--- config.mk ---
export PLATFORM = sky130hd
export DESIGN_NAME = sap_controller_sequencer
export DESIGN_NICKNAME = d
export VERILOG_FILES = /design/src/rtl/sap_ctrl_pkg.sv /design/src/rtl/sap_ring_counter.sv /design/src/rtl/sap_controller_sequencer.sv
export SDC_FILE = /design/constraint.sdc
export NUM_CORES = 1
export LEC_CHECK = 0
export BUFFER_PORTS_ARGS = -buffer_cell sky130_fd_sc_hd__buf_2
export CORE_UTILIZATION = 45
export CTS_BUF_LIST = sky130_fd_sc_hd__clkbuf_16
export DETAILED_ROUTE_END_ITERATION = 10
export PLACE_DENSITY = 0.85
export SYNTH_ARGS = -nofsm -noshare
export SYNTH_HDL_FRONTEND = slang
export SYNTH_HIERARCHICAL = 1
export SYNTH_SLANG_ARGS = --single-unit
--- constraint.sdc ---
create_clock -name clk -period 2.4 [get_ports clk]
set_clock_uncertainty 0.1 [all_clocks]
set_input_delay 0.48 -clock clk [delete_from_list [all_inputs] [get_ports clk]]
set_output_delay 0.48 -clock clk [all_outputs]
set_load 0.02 [all_outputs]
--- src/rtl/sap_ctrl_pkg.sv ---
// Shared definitions for the SAP controller-sequencer: opcodes, T-state encodings, control word.
// No logic here; constants and types only.
// Control word fields keep the polarity seen on the pins (n_* are active low).
package sap_ctrl_pkg;

  localparam logic [3:0] OP_LDA = 4'b0000;
  localparam logic [3:0] OP_ADD = 4'b0001;
  localparam logic [3:0] OP_SUB = 4'b0010;
  localparam logic [3:0] OP_OUT = 4'b1110;
  localparam logic [3:0] OP_HLT = 4'b1111;

  // One-hot ring states, bit0 = T1
  typedef enum logic [5:0] {
    T1 = 6'b000001,
    T2 = 6'b000010,
    T3 = 6'b000100,
    T4 = 6'b001000,
    T5 = 6'b010000,
    T6 = 6'b100000
  } t_state_e;

  typedef struct packed {
    logic pc_inc;
    logic pc_en;
    logic n_load_mar;
    logic n_ce;
    logic n_load_ir;
    logic n_enable_ir;
    logic n_load_a;
    logic a_en;
    logic alu_sub;
    logic alu_en;
    logic n_load_b;
    logic n_load_out;
  } ctrl_t;

  localparam ctrl_t CTRL_IDLE = '{
    pc_inc:      1'b0,
    pc_en:       1'b0,
    n_load_mar:  1'b1,
    n_ce:        1'b1,
    n_load_ir:   1'b1,
    n_enable_ir: 1'b1,
    n_load_a:    1'b1,
    a_en:        1'b0,
    alu_sub:     1'b0,
    alu_en:      1'b0,
    n_load_b:    1'b1,
    n_load_out:  1'b1
  };

endpackage

--- src/rtl/sap_ring_counter.sv ---
// One-hot six-state T-state ring, T1 -> T6 -> T1 with no idle cycle.
// Latency: state changes one clk after advance is seen.
// hold overrides advance; reset (sync, active low) overrides both.
module sap_ring_counter
  import sap_ctrl_pkg::*;
(
  input  logic       clk,
  input  logic       rst_n,
  input  logic       advance,
  input  logic       hold,
  output logic [5:0] t_state
);

  t_state_e state;
  t_state_e state_nxt;

  // State register with synchronous reset to T1
  always_ff @(posedge clk) begin
    if (!rst_n) state <= T1;
    else        state <= state_nxt;
  end

  // Rotate one position when advancing and not held
  always_comb begin
    state_nxt = state;
    if (advance && !hold) begin
      case (state)
        T1:      state_nxt = T2;
        T2:      state_nxt = T3;
        T3:      state_nxt = T4;
        T4:      state_nxt = T5;
        T5:      state_nxt = T6;
        T6:      state_nxt = T1;
        default: state_nxt = T1;
      endcase
    end
  end

  assign t_state = state;

endmodule

--- src/rtl/sap_controller_sequencer.sv ---
// SAP-1 controller-sequencer: fetch in T1-T3, decode opcode in T4-T6, HLT freezes at T4.
// Latency: control word is combinational from t_state/opcode/halted (zero cycles).
// Optional SAP_SINGLE_STEP_EN adds a step port; the ring then advances only on step rising edges.
module sap_controller_sequencer
  import sap_ctrl_pkg::*;
#(
  parameter int OPCODE_W = 4,
  parameter int RING_LEN = 6
) (
  input  logic                clk,
  input  logic                rst_n,
  input  logic [OPCODE_W-1:0] opcode,
`ifdef SAP_SINGLE_STEP_EN
  input  logic                step,
`endif
  output logic                pc_inc,
  output logic                pc_en,
  output logic                n_load_mar,
  output logic                n_ce,
  output logic                n_load_ir,
  output logic                n_enable_ir,
  output logic                n_load_a,
  output logic                a_en,
  output logic                alu_sub,
  output logic                alu_en,
  output logic                n_load_b,
  output logic                n_load_out,
  output logic [RING_LEN-1:0] t_state,
  output logic                halted
);

  logic  advance;
  logic  halt_now;
  ctrl_t ctrl;

`ifdef SAP_SINGLE_STEP_EN
  logic step_q;

  // Registered copy of step for rising-edge detection
  always_ff @(posedge clk) begin
    if (!rst_n) step_q <= 1'b0;
    else        step_q <= step;
  end

  assign advance = step & ~step_q;
`else
  assign advance = 1'b1;
`endif

  // HLT is acted on at the T4 edge; the ring must not leave T4 on that same edge
  assign halt_now = (t_state == T4) && (opcode == OP_HLT);

  sap_ring_counter u_ring (
    .clk     (clk),
    .rst_n   (rst_n),
    .advance (advance),
    .hold    (halted | halt_now),
    .t_state (t_state)
  );

  // Halt flag: set at T4 of HLT, cleared only by reset
  always_ff @(posedge clk) begin
    if (!rst_n)        halted <= 1'b0;
    else if (halt_now) halted <= 1'b1;
  end

  // Control word decode; idle during reset and once halted
  always_comb begin
    ctrl = CTRL_IDLE;
    if (rst_n && !halted) begin
      case (t_state)
        T1: begin
          ctrl.pc_en      = 1'b1;
          ctrl.n_load_mar = 1'b0;
        end
        T2: ctrl.pc_inc = 1'b1;
        T3: begin
          ctrl.n_ce      = 1'b0;
          ctrl.n_load_ir = 1'b0;
        end
        T4: begin
          case (opcode)
            OP_LDA, OP_ADD, OP_SUB: begin
              ctrl.n_enable_ir = 1'b0;
              ctrl.n_load_mar  = 1'b0;
            end
            OP_OUT: begin
              ctrl.a_en       = 1'b1;
              ctrl.n_load_out = 1'b0;
            end
            default: ;
          endcase
        end
        T5: begin
          case (opcode)
            OP_LDA: begin
              ctrl.n_ce     = 1'b0;
              ctrl.n_load_a = 1'b0;
            end
            OP_ADD, OP_SUB: begin
              ctrl.n_ce     = 1'b0;
              ctrl.n_load_b = 1'b0;
            end
            default: ;
          endcase
        end
        T6: begin
          if (opcode == OP_ADD || opcode == OP_SUB) begin
            ctrl.alu_en   = 1'b1;
            ctrl.n_load_a = 1'b0;
            ctrl.alu_sub  = (opcode == OP_SUB);
          end
        end
        default: ;
      endcase
    end
  end

  assign pc_inc      = ctrl.pc_inc;
  assign pc_en       = ctrl.pc_en;
  assign n_load_mar  = ctrl.n_load_mar;
  assign n_ce        = ctrl.n_ce;
  assign n_load_ir   = ctrl.n_load_ir;
  assign n_enable_ir = ctrl.n_enable_ir;
  assign n_load_a    = ctrl.n_load_a;
  assign a_en        = ctrl.a_en;
  assign alu_sub     = ctrl.alu_sub;
  assign alu_en      = ctrl.alu_en;
  assign n_load_b    = ctrl.n_load_b;
  assign n_load_out  = ctrl.n_load_out;

  // Only one source may drive the shared bus in any state
  always_ff @(posedge clk) begin
    if (rst_n) begin
      assert ($countones({pc_en, ~n_ce, ~n_enable_ir, a_en, alu_en}) <= 1);
    end
  end

endmodule

; Word level (Yosys, flattened, before mapping)
; Index checks and enable logic that the tools add are counted.
[word_totals]
ff_bits = 7
in_bits = 6
out_inout_bits = 19
[classes]
eq_ne = 10
n_mux = 20
bitwise_logic = 1
reduce_logical = 7
[ops]
columns = op, count
row1 = 6-bit one-hot mux with 5 select lines, 1
row2 = 1-bit two-way mux, 13
row3 = 12-bit two-way mux, 1
row4 = 4-bit equality test (second input constant), 2
row5 = 6-bit by 1-bit equality test with 1-bit output (second input constant), 1
row6 = 6-bit by 2-bit equality test with 1-bit output (second input constant), 1
row7 = 6-bit by 3-bit equality test with 1-bit output (second input constant), 1
row8 = 6-bit by 4-bit equality test with 1-bit output (second input constant), 1
row9 = 6-bit by 5-bit equality test with 1-bit output (second input constant), 1
row10 = 6-bit equality test (second input constant), 1
row11 = 1-bit one-hot mux with 2 select lines, 3
row12 = 4-bit by 1-bit equality test with 1-bit output (second input constant), 1
row13 = 4-bit by 2-bit equality test with 1-bit output (second input constant), 1
row14 = 4-bit zero test, 1
row15 = 2-bit two-way mux, 2
row16 = 3-bit OR reduction, 1
row17 = 1-bit logical AND, 2
row18 = 2-bit OR reduction, 1
row19 = 1-bit zero test, 1
row20 = 1-bit logical OR, 1
row21 = 1-bit OR, 1

; Logic depth before layout (Yosys ltp)
; Gate-level depths: netlist (run 1).
[depth]
ltp_word = 5
mapped_depth = 6
ltp_nobuf = 6

; By module
; The synthesis (run 1) kept the hierarchy.
[modules_own_cells]
columns = mod, instances, cells_each, area_per_inst_um2, seq_area_each_um2
row1 = sap_ring_counter, 1, 36, 332.8, 120.1
row2 = sap_controller_sequencer, 1, 36, 270.3, 20.0

; Worst setup path before layout (run 1)
; OpenSTA, ideal clock, no wires.
[synth_path]
path_type = register -> output
from = reg u_ring.state[5], in the netlist u_ring/t_state[5]
to = out n_load_a
arrival_ns = 1.518
required_time_ns = 1.820
setup_slack_ns = 0.302
stages_incl_launch_ff = 4
n_path_buf = 0
cell_sequence = dfxtp_1 -> and2b_2 -> nor3b_1 -> o21ai_0
[synth_between]
elab_chain_cells = 3
word_cells_on_any_way = 4
cone_classes = eq/ne (2) / mux (2)
[synth_lines]
columns = item, line_no
row1 = from (decl), sap_ring_counter.sv:14  ; t_state_e state;
row2 = from (signal assigned), sap_ring_counter.sv:20  ; else state <= state_nxt;
row3 = 6-bit equality test or 6-bit by 5-bit equality test with 1-bit output (tied branches), sap_controller_sequencer.sv:71  ; case (t_state)
row4 = 1-bit one-hot mux with 2 select lines *, sap_controller_sequencer.sv:71
row5 = 12-bit two-way mux *, sap_controller_sequencer.sv:70  ; if (rst_n && !halted) begin
row6 = to (decl), sap_controller_sequencer.sv:22  ; output logic n_load_a,
; Mark *: on every way between the ends. The rest lies on a longest branch, timed or not.

; Final worst setup path (run 1)
[layout_path]
from = reg u_ring.state[3], in the netlist u_ring/t_state[3]
to = out n_load_out
[layout_between]
elab_chain_cells = 3
[layout_lines]
columns = item, line_no
row1 = 6-bit by 4-bit equality test with 1-bit output, sap_controller_sequencer.sv:71
row2 = 1-bit two-way mux, sap_controller_sequencer.sv:71
row3 = 12-bit two-way mux, sap_controller_sequencer.sv:70
row4 = to (decl), sap_controller_sequencer.sv:27  ; output logic n_load_out,
; Every way passes these cells.

==> results of run 1 <==
## layer usage
metal  part of all wire, %  track usage [%]  vias up
li1                      -                -      340
met5                     0                0        -
met4                   1.4             10.3        0
met2                    47             42.1       35
met3                   6.6             3.47        3
met1                    45             29.1      298
## sequential cells by signal (all words and copies together) (netlist names)
| name | count |
|---|---|
| halted | 1 |
| u_ring/t_state | 6 |
## area by class of cell
type	count	share of cell area (%)
clock buffer	3	8.90
clock inverter	1	0.445
inverter	1	0.445
multi-input combinational	63	54.6
sequential	7	16.6
tap	14	2.08
timing repair buffer	27	16.9
## path summary, 6_finish.rpt
path	depth (start not counted)	startpoint	to
setup / recovery	4	u_ring/t_state[3]$_SDFFE_PN0P_	n_load_out
hold / removal	3	opcode[0]	halted$_SDFFE_PN0P_
setup reg to reg	6	u_ring/t_state[3]$_SDFFE_PN0P_	u_ring/t_state[0]$_SDFFE_PN1P_
hold reg to reg	2	halted$_SDFFE_PN0P_	halted$_SDFFE_PN0P_
## cell usage after synthesis (all sizes together), types with 2 or more instances
master and number:
o21ai 2, nor3b 2, a21oi 3, nand4 2, nand4b 3, and4b 2, nand2 8, nor4b 3
nor3 4, dfxtp 7, a21boi 2, nand3 2, nand3b 2, nor2 2, nor4 5, nor2b 3
nand2b 3
## stage by stage
stage / utilization, % / hold WS (ps) / total power [uW] / cell area (sq um) / setup WS, ps
after floorplan: - / 477 / 179 / 607 / 302
after global placement: 64.7 / 432 / 200 / 758 / 345
after detailed placement: 64.7 / 451 / 202 / 758 / 287
after CTS: 71.5 / 458 / 490 / 837 / 115
after global routing: 72.0 / 470 / 503 / 843 / 19.4
final: 72.0 / 467 / 488 / 843 / 132
## worst min-delay path, stage by stage
cell     delay, ps
buf_2          130
nand3_1         60
o21ai_0         70
## cell families (layout without fill, tap and decap cells)
| logic type | Yosys count | in the layout | share of synthesized area (%) |
|---|---|---|---|
| simple gates | 46 | 46 | 56.2 |
| compound gates | 13 | 13 | 14.9 |
| flops | 7 | 7 | 23.2 |
| buf+inv | 3 | 32 | 2.07 |
| xor+xnor | 2 | 2 | 2.91 |
| other cells | 1 | 2 | 0.622 |
## power groups by stage
stage | sequential, uW | combinational (uW) | clock, uW
2_1_floorplan | 135 | 44.5 | 0
3_3_place_gp | 135 | 64.8 | 0
3_5_place_dp | 136 | 66.4 | 0
4_1_cts | 134 | 66.8 | 290
5_1_grt | 136 | 73.8 | 293
6_report | 135 | 67.7 | 286
==> out/metrics.cfg, run 1 <==
[outcome]
status = complete, no violations

[setup_path]
slowest_stage = dfxtp_1
path_cells = nor2b_1 > nand4_2 > or3_1 > buf_2
startpoint_type = flop
cp_top_family = simple AND/OR/NAND/NOR gates
cp-end-kind = output port
required_ps = 1820
crit_fanout = 7
rrSetupSlack_ps = 360
max_stage_delay_ps = 490
worstPathArrival_ps = 1690
path_class = reg -> out
worst-path-buf-inv = 1

[cts]
cts_buffer_depth = 2
clk_latency_ps = 240
cts_tree = built
cts_hold_buf = 0
cts_made_buffers = 3
cts-root-buf = clkbuf_16
cts.repair.resized = 0
cts-htree-levels = 1
path_clk_slew_ps = 40
cts.sinks = 7
post_cts_buffers = 0

[sta]
rsz0062_at_grt = false
setup_violations = 0
fin_crit_ps = 2270
slew_viol_final = 0
final-hold-violation-count = 0
final.setup.tns_ps = 0
finalCritPeriodShare_pct = 94.5
fmax_mhz = 441

[floorplan]
fp-row-count = 12
chipHeight_um = 38.6
io_pins = 25
core-area_sq_mm = 0.00117
dieWidth_um = 38.6
start_util_pct = 51.5
die_area_sq_mm = 0.00149

[grt]
antenna_found_initial = 0
first_global_vias = 533
grtUsageTotal_pct = 24.2
grt_pass1_wl_um = 2430
grt_max_degree = 14
grt_overflow = 0

[pwr]
ir_drop_v = 0.000497
p_leak_uw = 0.000354
p_int_uw = 366
powerDensity_mw_per_mm2 = 579
p_comb_share_pct = 13.9
netSwitchingFraction_pct = 24.9
seqPwrFrac_pct = 27.6
power_frac_clock_pct = 58.6
power_switching_uw = 122

[cells_and_area]
layout_common_cells = buf_2, nand2_1, dfxtp_1
nFillCells = 91
regArea_sq_um = 140
antennaDiodeCount = 0
final_common_cell = buf_2
multi_input_area_sq_um = 460
layout-drive-gt1-share_pct = 36.3
instances_no_fill = 116
area_delta_synth_final_pct = 39.8
nets = 109

[drt]
vias_per_cell = 5.83
num_vias = 676
wl_per_cell_um = 13.8
drt-initial-drc-count = 19
wl_um = 1600
first_pass_iters = 4
final_antenna_net_count = 0
drc = 0

[synth]
yosysTopAreaCell = dfxtp_1
ys_ff_latch = 7
synth.top_cell.area_share_pct = 23.2
synth_area_leaders = dfxtp_1, nor4_4, nand2_1
synth_edf_count = 0
ys_types = 39
async_flop_share_pct = 0
ys_seq_area_share_pct = 23.2
synthFlopType = dfxtp_1
synthCells = 72
synth_area_sq_um = 603
ys.warnings.count = 6
syn_area_per_cell_sq_um = 8.38

[placed_design]
gp_congestion = 0.750
dp_cells = 112
hpwlAfterDp_um = 1110
io_buffers = 24

[flow_run]
cap_violations = 0

[worst_hold_path]
worstHoldPathType = in -> reg

No activity file was read; power rests on OpenSTA's default activity.
==> inputs of run 2 (changes only) <==
--- a/config.mk
+++ b/config.mk
@@ -5,8 +5,9 @@
 export SDC_FILE = /design/constraint.sdc
 export NUM_CORES = 1
 export LEC_CHECK = 0
+export ABC_AREA = 1
 export BUFFER_PORTS_ARGS = -buffer_cell sky130_fd_sc_hd__buf_2
-export CORE_UTILIZATION = 45
+export CORE_UTILIZATION = 46
 export CTS_BUF_LIST = sky130_fd_sc_hd__clkbuf_16
 export DETAILED_ROUTE_END_ITERATION = 10
 export PLACE_DENSITY = 0.85
==> run 2 against run 1 <==
Compared with the run above:
- flip-flop and latch count unchanged
- core utilization down 6.5 points
- final cell count up 30%
- global-route usage down 0.67 points
- wire length down 3.6%
- non-clock buffer count down 3
- power up 7.2%
==> out/metrics.cfg, run 2 <==
[outcome]
status = complete, no violations

[sta]
setup_slack_ps = 406  ; +274 ps
slew_viol_final = 0  ; unchanged
finalCritPeriodShare_pct = 83.1  ; -11 points
final-hold-violation-count = 0  ; unchanged
final.setup.tns_ps = 0  ; unchanged
fmax_mhz = 502  ; +14%
rsz0062_at_grt = false
setup_violations = 0  ; unchanged
fin_crit_ps = 1990  ; -274 ps

[setup_path]
crit_fanout = 7  ; unchanged
startpoint_type = flop
cp.depth = 5  ; +1
rrSetupSlack_ps = 610  ; +250 ps
worst-path-buf-inv = 2  ; +1
required_ps = 1820  ; about the same
cp-end-kind = output port
slowest_stage = dfxtp_1
path_class = reg -> out
worstPathArrival_ps = 1410  ; -280 ps
crit_end = a_en
path_cells = inv_1 > nor2_2 > nand2_2 > nor3_4 > buf_2
cp-startpoint = u_ring/t_state[3]$_SDFFE_PN0P_
cp_top_family = flip-flops
timing.rr.start = u_ring/t_state[1]$_SDFFE_PN0P_
r2r_end = u_ring/t_state[0]$_SDFFE_PN1P_
max_stage_delay_ps = 450  ; -40 ps
worst-r2r-cell-count = 10  ; +4

[drt]
num_vias = 747  ; +11%
wl_per_cell_um = 10.2  ; -26%
final_antenna_net_count = 0  ; unchanged
drt-initial-drc-count = 17  ; -2
drc = 0  ; unchanged
wl_um = 1540  ; -3.6%
first_pass_iters = 4  ; unchanged
vias_per_cell = 4.95  ; -15%

[cts]
clk_latency_ps = 230  ; about the same
cts_hold_buf = 0  ; unchanged
cts-htree-levels = 1  ; unchanged
cts_tree = built
cts_buffer_depth = 2  ; unchanged
post_cts_buffers = 0  ; unchanged
cts.repair.resized = 0  ; unchanged
path_clk_slew_ps = 30  ; about the same
cts_made_buffers = 3  ; unchanged
cts-root-buf = clkbuf_16
cts.sinks = 7  ; unchanged

[placed_design]
pre_cts_ws_ps = 436  ; +149 ps
gp_congestion = 0.706  ; -5.8%
hpwlAfterDp_um = 1130  ; +2.0%
io_buffers = 24  ; unchanged

[floorplan]
start_util_pct = 49.3  ; -2.2 points
core-area_sq_mm = 0.00130  ; +11%
io_pins = 25  ; unchanged
chipHeight_um = 39.4  ; +1.9%
dieWidth_um = 39.4  ; +1.9%
die_area_sq_mm = 0.00155  ; +3.9%
fp-row-count = 13  ; +1

[worst_hold_path]
worstHoldPathType = reg -> reg
worstHoldPathCells = 2  ; -1

[synth]
synth_edf_count = 0  ; unchanged
synth_top_family_by_area = simple AND/OR/NAND/NOR gates
synth_area_leaders = dfxtp_1, nor2_1, nand2_1
yosys.area_share.simple_pct = 55.2  ; -1.1 points
synth_fa_ha_area_share_pct = 0  ; unchanged
async_flop_share_pct = 0  ; unchanged
synth.top_cell.area_share_pct = 21.8  ; -1.4 points
syn_nets = 115
synth-xor-area-share_pct = 0  ; -2.9 points
synthFlopType = dfxtp_1
ys_seq_area_share_pct = 21.8  ; -1.4 points
synth-compound-area-share_pct = 10.5  ; -4.4 points
synth_area_sq_um = 642  ; +6.4%
synth_commonest_cells = nor2_1, nand2_1, inv_1
ys_ff_latch = 7  ; unchanged
synth.area.mux_share_pct = 0  ; unchanged
syn_area_per_cell_sq_um = 5.89  ; -30%
yosysTopAreaCell = dfxtp_1
synthCells = 109  ; +51%
synth_most_common_cell = nor2_1
ys.warnings.count = 6  ; unchanged
ys_types = 20  ; -49%

[grt]
grtUsageTotal_pct = 23.5  ; -0.67 points
grt_pass1_wl_um = 2380  ; -2.0%
first_global_vias = 599  ; +12%
grt_overflow = 0  ; unchanged
antenna_found_initial = 0  ; unchanged
grt_max_degree = 12  ; -2

[pwr]
ir_drop_v = 0.000503  ; +1.2%
powerDensity_mw_per_mm2 = 614  ; +6.1%
p_leak_uw = 0.000438  ; +23%

[cells_and_area]
final_common_cell = buf_2
nets = 143  ; +31%
area_delta_synth_final_pct = 32.7
largest_register_ffs = 6  ; unchanged
layout_common_cells = buf_2, nor2_1, nand2_1
layout-drive-gt1-share_pct = 34.6  ; -1.7 points
antennaDiodeCount = 0  ; unchanged

[flow_run]
cap_violations = 0  ; unchanged

-- run 2: worst min-delay path by stage --
stage                                    from                   to  slack, ps
after global routing      halted$_SDFFE_PN0P_  halted$_SDFFE_PN0P_        460
after floorplan           halted$_SDFFE_PN0P_  halted$_SDFFE_PN0P_        490
after detailed placement  halted$_SDFFE_PN0P_  halted$_SDFFE_PN0P_        410
after global placement    halted$_SDFFE_PN0P_  halted$_SDFFE_PN0P_        410
after CTS                 halted$_SDFFE_PN0P_  halted$_SDFFE_PN0P_        430
final                     halted$_SDFFE_PN0P_  halted$_SDFFE_PN0P_        420
-- run 2: cells by family (layout without fill, tap and decap cells) --
logic type      count (synthesis)  in the layout
simple gates                   69             69
buf+inv                        19             46
compound gates                 13             13
flops                           7              7
other cells                     1              1
-- run 2: report_power, final --
part	internal (uW)	leakage, uW	switching, uW
Sequential	124	0.0000576	15.6
Combinational	36.0	0.000338	69.2
Clock	216	0.0000423	61.9
Total	376	0.000438	147
-- run 2: area by class of cell --
class                           count  area (sq um)
Clock inverter                      1          3.75
Tap cell                           15          18.8
Inverter                           18          68.8
Sequential cell                     7           140
Fill cell                         125           449
Clock buffer                        3          75.1
Multi-Input combinational cell     83           425
Timing Repair Buffer               24           120
-- run 2: per-layer routing --
| layer | routed length [um] | global-route usage [%] |
|---|---|---|
| met5 | 0 | 0 |
| met4 | 19 | 12.1 |
| met3 | 79 | 5.68 |
| met2 | 786 | 40.0 |
| met1 | 657 | 26.9 |
-- run 2: tightest hold or removal path: stages (launching register included) --
cell and delay, ps:
dfxtp_1 330, inv_1 80, a21oi_1 60
-- run 2: through the flow --
step                      power, uW  hold WS (ps)  util, %  cell area (sq um)  cells
after floorplan                 215           488        -                642    109
after global placement          241           414     59.4                773    147
after detailed placement        243           412     59.4                773    147
after CTS                       526           428     65.5                852    151
after global routing            547           456     65.5                852    151
final                           523           421     65.5                852    151
==> inputs of run 3 (changes only) <==
--- a/config.mk
+++ b/config.mk
@@ -7,10 +7,10 @@
 export LEC_CHECK = 0
 export ABC_AREA = 1
 export BUFFER_PORTS_ARGS = -buffer_cell sky130_fd_sc_hd__buf_2
-export CORE_UTILIZATION = 46
+export CORE_UTILIZATION = 42
 export CTS_BUF_LIST = sky130_fd_sc_hd__clkbuf_16
 export DETAILED_ROUTE_END_ITERATION = 10
-export PLACE_DENSITY = 0.85
+export PLACE_DENSITY = 0.82
 export SYNTH_ARGS = -nofsm -noshare
 export SYNTH_HDL_FRONTEND = slang
 export SYNTH_HIERARCHICAL = 1
==> constraint.sdc (replaced) <==
create_clock -name clk -period 1.72 [get_ports clk]
set_clock_uncertainty 0.1 [all_clocks]
set_input_delay 0.344 -clock clk [delete_from_list [all_inputs] [get_ports clk]]
set_output_delay 0.344 -clock clk [all_outputs]
set_load 0.02 [all_outputs]
==> run 3 against run 2 <==
Compared with the run above:
- combinational power grew 74%
- final cell count up 5.3%
- non-clock buffer count grew 8
- flip-flop and latch count did not move
- clock-buffer cell count stayed put
- clock power grew 38%
- sequential power increased by 36%
- largest power group unchanged
==> out/metrics.cfg, run 3 (synthesis gave the netlist of run 2 again) <==
[setup_path]
cp_top_family = simple AND/OR/NAND/NOR gates
slowest_stage = dfxtp_2
worst-path-buf-inv = 2  ; unchanged
worst-r2r-cell-count = 9  ; -1
cp-end-kind = output port
path_cells = nor2_4 > nand2_2 > inv_4 > nand2_4 > nor2_1 > nand3_1 > buf_6
max_stage_delay_ps = 360  ; -90 ps
r2r_end = u_ring/t_state[1]$_SDFFE_PN0P_
required_ps = 1280  ; -540 ps
path_class = reg -> out
crit_fanout = 7  ; unchanged
timing.rr.start = u_ring/t_state[5]$_SDFFE_PN0P_
startpoint_type = flop
worstPathArrival_ps = 1260  ; -150 ps
rrSetupSlack_ps = 270  ; -340 ps

[sta]
finalCritPeriodShare_pct = 98.8
fmax_mhz = 589
final-hold-violation-count = 0  ; unchanged
slew_viol_final = 0  ; unchanged
fin_hold_ws_ps = 321  ; -100 ps
fin_crit_ps = 1700
setup_violations = 0  ; unchanged
setup_slack_ps = 20.9  ; -385 ps
rsz0062_at_grt = true

[grt]
first_global_vias = 573  ; -4.3%
grt_pass1_wl_um = 2260  ; -5.2%
grtUsageTotal_pct = 20.8  ; -2.7 points
antenna_found_initial = 0  ; unchanged
grt_overflow = 0  ; unchanged
grt_max_degree = 11  ; -1

[cts]
cts_made_buffers = 3  ; unchanged
cts-htree-levels = 1  ; unchanged
cts_tree = built
clk_latency_ps = 230  ; about the same
cts_buffer_depth = 2  ; unchanged
cts-root-buf = clkbuf_16
cts.sinks = 7  ; unchanged
path_clk_slew_ps = 30  ; about the same

[cells_and_area]
nets = 151  ; +5.6%
layout_common_cells = nor2_1, nand2_1, buf_2
area_delta_synth_final_pct = 55.2
layout-drive-gt1-share_pct = 45.1  ; +11 points
largest_register_ffs = 6  ; unchanged
instances_no_fill = 159  ; +5.3%
nFillCells = 117  ; -6.4%
regArea_sq_um = 156  ; +12%
antennaDiodeCount = 0  ; unchanged
multi_input_area_sq_um = 460  ; +8.2%
final_common_cell = nor2_1

[outcome]
status = complete, no violations

[pwr]
p_int_uw = 544  ; +45%
ir_drop_v = 0.000856  ; +70%
power_switching_uw = 211  ; +44%
finalPower_uw = 755  ; +44%
p_leak_uw = 0.000511  ; +17%
powerDensity_mw_per_mm2 = 758  ; +23%
netSwitchingFraction_pct = 28.0  ; -0.095 points
power_frac_clock_pct = 50.7  ; -2.5 points
seqPwrFrac_pct = 25.1  ; -1.6 points
p_comb_share_pct = 24.2  ; +4.1 points

[floorplan]
chipHeight_um = 41.1  ; +4.4%
dieWidth_um = 41.1  ; +4.4%
io_pins = 25  ; unchanged
core-area_sq_mm = 0.00137  ; +5.0%
die_area_sq_mm = 0.00169  ; +9.0%
fp-row-count = 13  ; unchanged
start_util_pct = 47.0  ; -2.3 points

[worst_hold_path]
whs_endpoint = u_ring/t_state[4]$_SDFFE_PN0P_
worstHoldPathCells = 3  ; +1
worstHoldStart = rst_n
worstHoldPathType = in -> reg

[drt]
first_pass_iters = 4  ; unchanged
wl_um = 1680  ; +9.1%
drt-initial-drc-count = 13  ; -4
final_antenna_net_count = 0  ; unchanged
num_vias = 768  ; +2.8%
drc = 0  ; unchanged
wl_per_cell_um = 10.6  ; +3.7%
vias_per_cell = 4.83  ; -2.4%

[placed_design]
dp_cells = 149  ; +1.4%
io_buffers = 24  ; unchanged
gp_congestion = 0.720  ; +2.0%
pre_cts_ws_ps = 41.3  ; -395 ps
hpwlAfterDp_um = 1200  ; +5.8%

[flow_run]
cap_violations = 0  ; unchanged

-- run 3: cell count changes in the layout (fill, tap and decap cells not counted), moves of 2 or more --
cell	previous run	this run
buf_4	0	11
nand3_2	0	2
nand3_1	12	10
buf_2	24	16
nor2_4	4	6
inv_4	0	2
dfxtp_1	7	2
dfxtp_4	0	4
buf_6	0	3
-- run 3: how the worst max path moves through the flow --
stage / end / from / slack, ps / cells past startpoint
2_1_floorplan: n_load_out / u_ring/t_state[3]$_SDFFE_PN0P_ / 30 / 5
3_3_place_gp: n_load_a / rst_n / 80 / 7
3_5_place_dp: n_load_a / rst_n / 40 / 7
4_1_cts: n_load_a / u_ring/t_state[2]$_SDFFE_PN0P_ / -30 / 5
5_1_grt: n_load_out / u_ring/t_state[0]$_SDFFE_PN1P_ / -60 / 7
6_report: n_enable_ir / u_ring/t_state[5]$_SDFFE_PN0P_ / 20 / 7
-- run 3: timing repair --
| action | in CTS | in global routing |
|---|---|---|
| setup buffers | 0 | 6 |
| endpoints found under the setup margin | 9 | 10 |
| hold endpoints to repair | 0 | 0 |
| hold buffers | 0 | 0 |
| pin swaps | 0 | 3 |
| gates resized for setup | 6 | 24 |
-- run 3: cell type report --
cell class / count / share of cell area, %
multi-input cells: 83 / 46.2
repair buffers: 32 / 21.0
flip-flops and latches: 7 / 15.7
clock buffers: 3 / 7.54
inverters: 18 / 7.29
well taps: 15 / 1.88
clock inverters: 1 / 0.377
-- run 3: stage by stage --
stage	util (%)	cell area [sq um]	setup TNS, ps
global route	72.9	996	-232
detailed placement	57.7	788	0
finish	72.9	996	0
floorplan	-	642	0
CTS	64.2	877	-89.8
global placement	57.7	788	0
-- run 3: power groups by stage --
stage	registers [uW]	logic [uW]	clock network, uW
floorplan	205	96.0	0
global placement	194	148	0
detailed placement	194	152	0
CTS	192	153	391
global route	192	200	402
finish	190	183	383
-- run 3: worst reg2reg max path, delay by kind of cell (launching register included) --
| kind | cells | cell delay, ps |
|---|---|---|
| compound gates | 2 | 210 |
| buf+inv | 2 | 240 |
| flops | 1 | 360 |
| simple gates | 5 | 450 |
-- run 3: per-layer routing --
metal / global-route usage, % / share of wire [%] / vias up
met5: 0 / 0 / -
met4: 12.1 / 0 / 0
met3: 4.89 / 3.3 / 0
met2: 35.2 / 54 / 19
met1: 23.5 / 42 / 338
li1: - / - / 411
